File: src/rtl/seven_segment_reader.sv
// Reconstructs hex nibbles from a multiplexed active-low seven-segment bus.
// Each digit dwell must hold steady for STABLE_CYCLES samples before it is committed once.
module seven_segment_reader #(
   parameter int NUM_DIGITS    = 8,
   parameter int STABLE_CYCLES = 4
) (
   input  logic                    clk,
   input  logic                    reset,
   input  logic [NUM_DIGITS-1:0]   anode,
   input  logic [6:0]              segment,
   input  logic                    clear_err,
   output logic [4*NUM_DIGITS-1:0] digits,
   output logic [NUM_DIGITS-1:0]   digit_valid,
   output logic                    update,
   output logic [2:0]              upd_index,
   output logic                    err_sticky
);

   localparam logic [1:0] IDLE   = 2'd0;
   localparam logic [1:0] TRACK  = 2'd1;
   localparam logic [1:0] COMMIT = 2'd2;
   localparam logic [1:0] HOLD   = 2'd3;

   localparam logic [7:0] STABLE_LAST = 8'(STABLE_CYCLES);
   localparam logic [6:0] BLANK       = 7'h7F;

   logic [NUM_DIGITS-1:0] anode_p0, anode_p1;
   logic [6:0]            seg_p0, seg_p1;
   logic [1:0]            state, state_nxt;
   logic [7:0]            cnt, cnt_nxt;
   logic                  commit;
   logic                  single, same;
   logic [2:0]            idx;
   logic [4:0]            glyph;

   // Returns {recognised, nibble}; unrecognised codes return 0.
   function automatic logic [4:0] decode_glyph(input logic [6:0] s);
      case (s)
         7'h40:   decode_glyph = 5'h10;
         7'h79:   decode_glyph = 5'h11;
         7'h24:   decode_glyph = 5'h12;
         7'h30:   decode_glyph = 5'h13;
         7'h19:   decode_glyph = 5'h14;
         7'h12:   decode_glyph = 5'h15;
         7'h02:   decode_glyph = 5'h16;
         7'h78:   decode_glyph = 5'h17;
         7'h00:   decode_glyph = 5'h18;
         7'h10:   decode_glyph = 5'h19;
         7'h08:   decode_glyph = 5'h1A;
         7'h03:   decode_glyph = 5'h1B;
         7'h46:   decode_glyph = 5'h1C;
         7'h21:   decode_glyph = 5'h1D;
         7'h06:   decode_glyph = 5'h1E;
         7'h0E:   decode_glyph = 5'h1F;
         default: decode_glyph = 5'h00;
      endcase
   endfunction

   function automatic logic is_single(input logic [NUM_DIGITS-1:0] a);
      logic [3:0] n;
      n = 4'd0;
      for (int i = 0; i < NUM_DIGITS; i++) n = n + {3'b000, ~a[i]};
      return n == 4'd1;
   endfunction

   function automatic logic [2:0] zero_index(input logic [NUM_DIGITS-1:0] a);
      logic [2:0] z;
      z = 3'd0;
      for (int i = 0; i < NUM_DIGITS; i++) if (!a[i]) z = 3'(i);
      return z;
   endfunction

   function automatic logic [7:0] sat_inc(input logic [7:0] c);
      return (c == 8'hFF) ? c : c + 8'd1;
   endfunction

   assign single = is_single(anode_p0);
   assign same   = (anode_p0 == anode_p1) && (seg_p0 == seg_p1);
   assign idx    = zero_index(anode_p0);
   assign glyph  = decode_glyph(seg_p0);

   // The commit is decided on the edge where the run reaches STABLE_CYCLES,
   // so the outputs land on that same edge; COMMIT then just marks the dwell.
   always_comb begin
      state_nxt = state;
      cnt_nxt   = cnt;
      commit    = 1'b0;
      case (state)
         IDLE: begin
            if (single) begin
               state_nxt = TRACK;
               cnt_nxt   = 8'd1;
            end else begin
               cnt_nxt = 8'd0;
            end
         end
         TRACK: begin
            if (!single) begin
               state_nxt = IDLE;
               cnt_nxt   = 8'd0;
            end else if (!same) begin
               cnt_nxt = 8'd1;
            end else if (cnt + 8'd1 == STABLE_LAST) begin
               state_nxt = COMMIT;
               cnt_nxt   = sat_inc(cnt);
               commit    = 1'b1;
            end else begin
               cnt_nxt = sat_inc(cnt);
            end
         end
         default: begin
            if (!single) begin
               state_nxt = IDLE;
               cnt_nxt   = 8'd0;
            end else if (!same) begin
               state_nxt = TRACK;
               cnt_nxt   = 8'd1;
            end else begin
               state_nxt = HOLD;
               cnt_nxt   = sat_inc(cnt);
            end
         end
      endcase
   end

   always_ff @(posedge clk or posedge reset) begin
      if (reset) begin
         anode_p0    <= '0;
         seg_p0      <= '0;
         anode_p1    <= '0;
         seg_p1      <= '0;
         state       <= IDLE;
         cnt         <= 8'd0;
         digits      <= '0;
         digit_valid <= '0;
         update      <= 1'b0;
         upd_index   <= 3'd0;
         err_sticky  <= 1'b0;
      end else begin
         anode_p0 <= anode;
         seg_p0   <= segment;
         anode_p1 <= anode_p0;
         seg_p1   <= seg_p0;
         state    <= state_nxt;
         cnt      <= cnt_nxt;
         update   <= commit;
         if (commit) begin
            upd_index <= idx;
            if (glyph[4]) begin
               digits[idx*4 +: 4] <= glyph[3:0];
               digit_valid[idx]   <= 1'b1;
            end else begin
               digit_valid[idx]   <= 1'b0;
            end
         end
         if (commit && !glyph[4] && seg_p0 != BLANK) err_sticky <= 1'b1;
         else if (clear_err)                         err_sticky <= 1'b0;
      end
   end

endmodule

File: config.mk
export PLATFORM = sky130hd
export DESIGN_NAME = seven_segment_reader
export DESIGN_NICKNAME = d
export VERILOG_FILES = /design/src/rtl/seven_segment_reader.sv
export SDC_FILE = /design/constraint.sdc
export NUM_CORES = 1
export LEC_CHECK = 0
export ABC_AREA = 0
export CAP_MARGIN = 0
export CORE_UTILIZATION = 35
export CTS_BUF_LIST = sky130_fd_sc_hd__clkbuf_2
export DETAILED_ROUTE_END_ITERATION = 12
export HOLD_SLACK_MARGIN = 0.03
export PLACE_DENSITY = 0.67
export SETUP_SLACK_MARGIN = 0.5
export SYNTH_ARGS = -nofsm -noshare
export SYNTH_HDL_FRONTEND = slang
export SYNTH_SLANG_ARGS = --single-unit
File: constraint.sdc
create_clock -name clk -period 9.75 [get_ports clk]
set_input_delay 0.975 -clock clk [delete_from_list [all_inputs] [get_ports clk]]
set_output_delay 0.975 -clock clk [all_outputs]
set_load 0.005 [all_outputs]
==> metrics.md <==
| Metric | Value |
|---|---|
| Worst setup EP type | flop |
| Core Footprint | about 11000 sq um |
| Fin crit period | ~5 ns |
| Flop-to-flop setup slack | ~4.7 ns |
| Clock buffer depth | 2 |
| Syn nets | between 300 and 400 |
| HPWL Detailed | about 6.4 mm |
| Drt initial violations | roughly 110 |
| Placement Cell Area | ~4800 sq um |
| Post-synthesis mux area share | between 10 and 15% |
| Post-CTS sizing | 0 |
| CP peak stage delay | 0.75 ns |
| Hold slack | slightly below 0.5 ns |
| Input/output buffers | between 60 and 70 |
| Critical path, cell by cell | fa_1, inv_1, fa_1, fa_1, ha_1, inv_1, fa_1, a211oi_1, mux2i_1, or2_2, nor3_2, nand4_1, mux2_2 |
| Data required, critical path | slightly above 10 ns |
| Routed Antenna Nets | 0 |
| Grt total ovfl | 0 |
| Synth Instances | roughly 350 |
| Max-Cap Viols | 0 |
| XOR/XNOR share of the synthesized area | under 10% |
| CTS clk-pin slew, worst paths | 0.23 ns |
| Endpoints failing setup | 0 |
| Worst EP arrival | 5.51 ns |
| Hold Crit Start | anode_p0[0] |
| Post-route cell area | a little under 5000 sq um |
| Vias in the first global route | roughly 3000 |
| Post-Route Setup TNS | 0 ns |
| Via count | just under 3000 |
| Sequential-to-total area share from yosys stat | approximately half |
| Unrepaired setup endpoints after global routing | no |
| Initial antenna violation count | 1 |
| Layout cells sized above 1 | around 16% |
| Die Span X | 110 um |
| Largest family of logic cells by synthesized area | simple AND/OR/NAND/NOR gates |
| Status | finished clean |
| CTS root buf | clkbuf_2 |
| Gpl congestion | ~0.85 |
| Part of the cycle the worst path needs | between 50% and 60% |
| Residual DRC | 0 |
| TritonRoute pass-1 iters | 4 |
| Worst Max-Slew Pin Slew | 1.04 ns |
| H-tree levels | 3 |
| Worst-case vdd ir drop | roughly 0.076 mV |
| Lkg Pwr | about 2.2 nW |
| Nets | ~430 |
| Synthesized area | slightly above 4000 sq um |
| Crit-path max FO | 16 |
| Routed WL per cell | about 16 um |
| Avg Inst Size Synth | around 12 sq um |
| Relative slew slack | approximately 31% |
| Total Routed Length | about 9.1 mm |
| Hold Crit Class | reg -> reg |
| Main synth FF type | dfrtp_1 |
| Layout area overhead | 20.2% |
| Synth top area share | between 50% and 60% |
| # placed instances | 538 |
| Adder-Cell Fraction of Synth Area | between 3 and 4% |
| CP startpoint kind | flop |
| Final std cells w/o fill | approximately 560 |
| Die ar. | roughly 12000 sq um |
| FF-to-FF path depth | 13 |
| Post-synthesis compound-gate area fraction | approximately 8.8% |
| Number of synthesized flops with an enable pin | 0 |
| Final hold vios | 0 |
| Simple-Gate Fraction of Synth Area | approximately 16% |
| Post-CTS Hold Buffers | 0 |
| Vias per cell | roughly 5.2 |
| CP dominant cell by count | fa_1 |
| Initial Util | a little over a third |
| Worst hold path endpoint | anode_p1[0] |
| Origin of the critical flop-to-flop path | anode_p0[1] |
| Die height | roughly 110 um |
| CP max stage cell | nor3_2 |
| Worst-Skew Late Latency | approximately 0.58 ns |
| Fmax | between 0.15 and 0.2 GHz |
| Yosys warnings | 0 |
| Cell variety after synth | 60 |
| WS Path Type | reg -> reg |
| Area leader, netlist | dfrtp_1 |
| Num ports | 63 |
| Largest net degree at the start of global routing | 86 |
| Clock Sinks | 85 |
| Worst hold path depth | 0 |
| Most common cell after layout, fill and taps aside | dfrtp_1 |
| Most frequent cells in the layout | 85 x dfrtp_1, 62 x clkdlybuf4s50_1, 28 x mux2_2 |
| Power Density | 123 nW/um^2 |
| Setup Buffers After CTS | 0 |
| Synth top area cells | dfrtp_1 52%, mux2_2 7.7%, xor2_1 2.8% |
| Clock skew | roughly 0.052 ns |
| # rows | 39 |
| Post-synthesis register bit count | 85 |
| Max-slew violations | 0 |
| Async SR Flop Fraction | between 90% and 100% |
| Cts bufs inserted | 9 |
| First-pass GRT wire length | 15.2 mm |
| Overall global routing resource usage | 16.6% |
| CTS tree | yes |
| Reg-to-reg endpoint | digits[16] |
## sequential cells by signal (all words and copies together) (netlist names), named ones only
name        cells
upd_index       3
seg_p1          7
anode_p0        8
anode_p1        8
digits         32
seg_p0          7
state           2
err_sticky      1
update          1
cnt             8
## Yosys cell counts, drive strengths merged, types with 4 or more instances
master  number
a211oi       5
a21oi       12
a31oi        6
and2         5
buf         11
clkbuf       6
dfrtp       85
fa           4
ha           6
inv         21
mux2        36
mux2i        6
nand2       14
nand3       10
nand4       12
nor2        16
nor3        11
nor3b        5
nor4         9
o21ai        7
or3          4
xnor2        7
xor2        13
## how the worst max path moves through the flow
stage / startpoint / to / slack, ns
6_report: anode_p0[1] / digits[16] / 4.71
5_1_grt: anode_p0[1] / digits[16] / 4.46
4_1_cts: anode_p0[1] / digits[16] / 4.73
3_5_place_dp: anode_p0[0] / digits[16] / 4.73
3_3_place_gp: anode_p0[0] / digits[25] / 4.89
2_1_floorplan: anode_p0[0] / digits[1] / 5.43
## metrics by stage
stage	util [%]	power [W]	setup WS, ns
after global placement	42.2	0.000444	4.89
after CTS	43.1	0.000617	4.73
after floorplan	-	0.000425	5.43
after global routing	43.1	0.000642	4.46
after detailed placement	42.2	0.000446	4.73
final	43.1	0.000607	4.71
## final cells by class
| cell class | instances | area [sq um] |
|---|---|---|
| diodes | 1 | 2.50 |
| clock buffers | 9 | 45.0 |
| clock inverters | 7 | 55.1 |
| fillers | 1107 | 6500 |
| inverters | 21 | 80.1 |
| multi-input cells | 225 | 1790 |
| flip-flops and latches | 85 | 2130 |
| well taps | 143 | 179 |
| repair buffers | 64 | 636 |
## logic make-up (layout without fill, tap and decap cells)
| group | count (synthesis) | in the layout |
|---|---|---|
| flops | 85 | 85 |
| xor+xnor | 20 | 20 |
| other cells | 0 | 1 |
| fa+ha+maj | 10 | 10 |
| compound gates | 46 | 46 |
| simple gates | 107 | 107 |
| buf+inv | 38 | 101 |
| mux | 42 | 42 |
## metal layers
layer  up-vias  GRT usage (%)  wire (um)
met5         -              0          0
met4         0           6.58        121
met1      1441           21.9       4220
met3        10           3.59        358
met2        68           26.6       4390
li1       1368              -          -
## critical path, delay by kind of cell (launching register included)
family | cells | cell delay [ns]
DFF | 1 | 0.50
buffers and inverters | 2 | 0.11
AOI/OAI and AO/OA | 1 | 0.21
muxes | 2 | 0.52
and+or+nand+nor | 3 | 1.53
adders and majority gates | 5 | 2.09
## power breakdown
part | switching [W] | internal [W] | total (W)
Sequential | 0.0000138 | 0.000362 | 0.000376
Clock | 0.000130 | 0.0000368 | 0.000167
Combinational | 0.0000355 | 0.0000283 | 0.0000639
(Power assumes the default switching activity.)
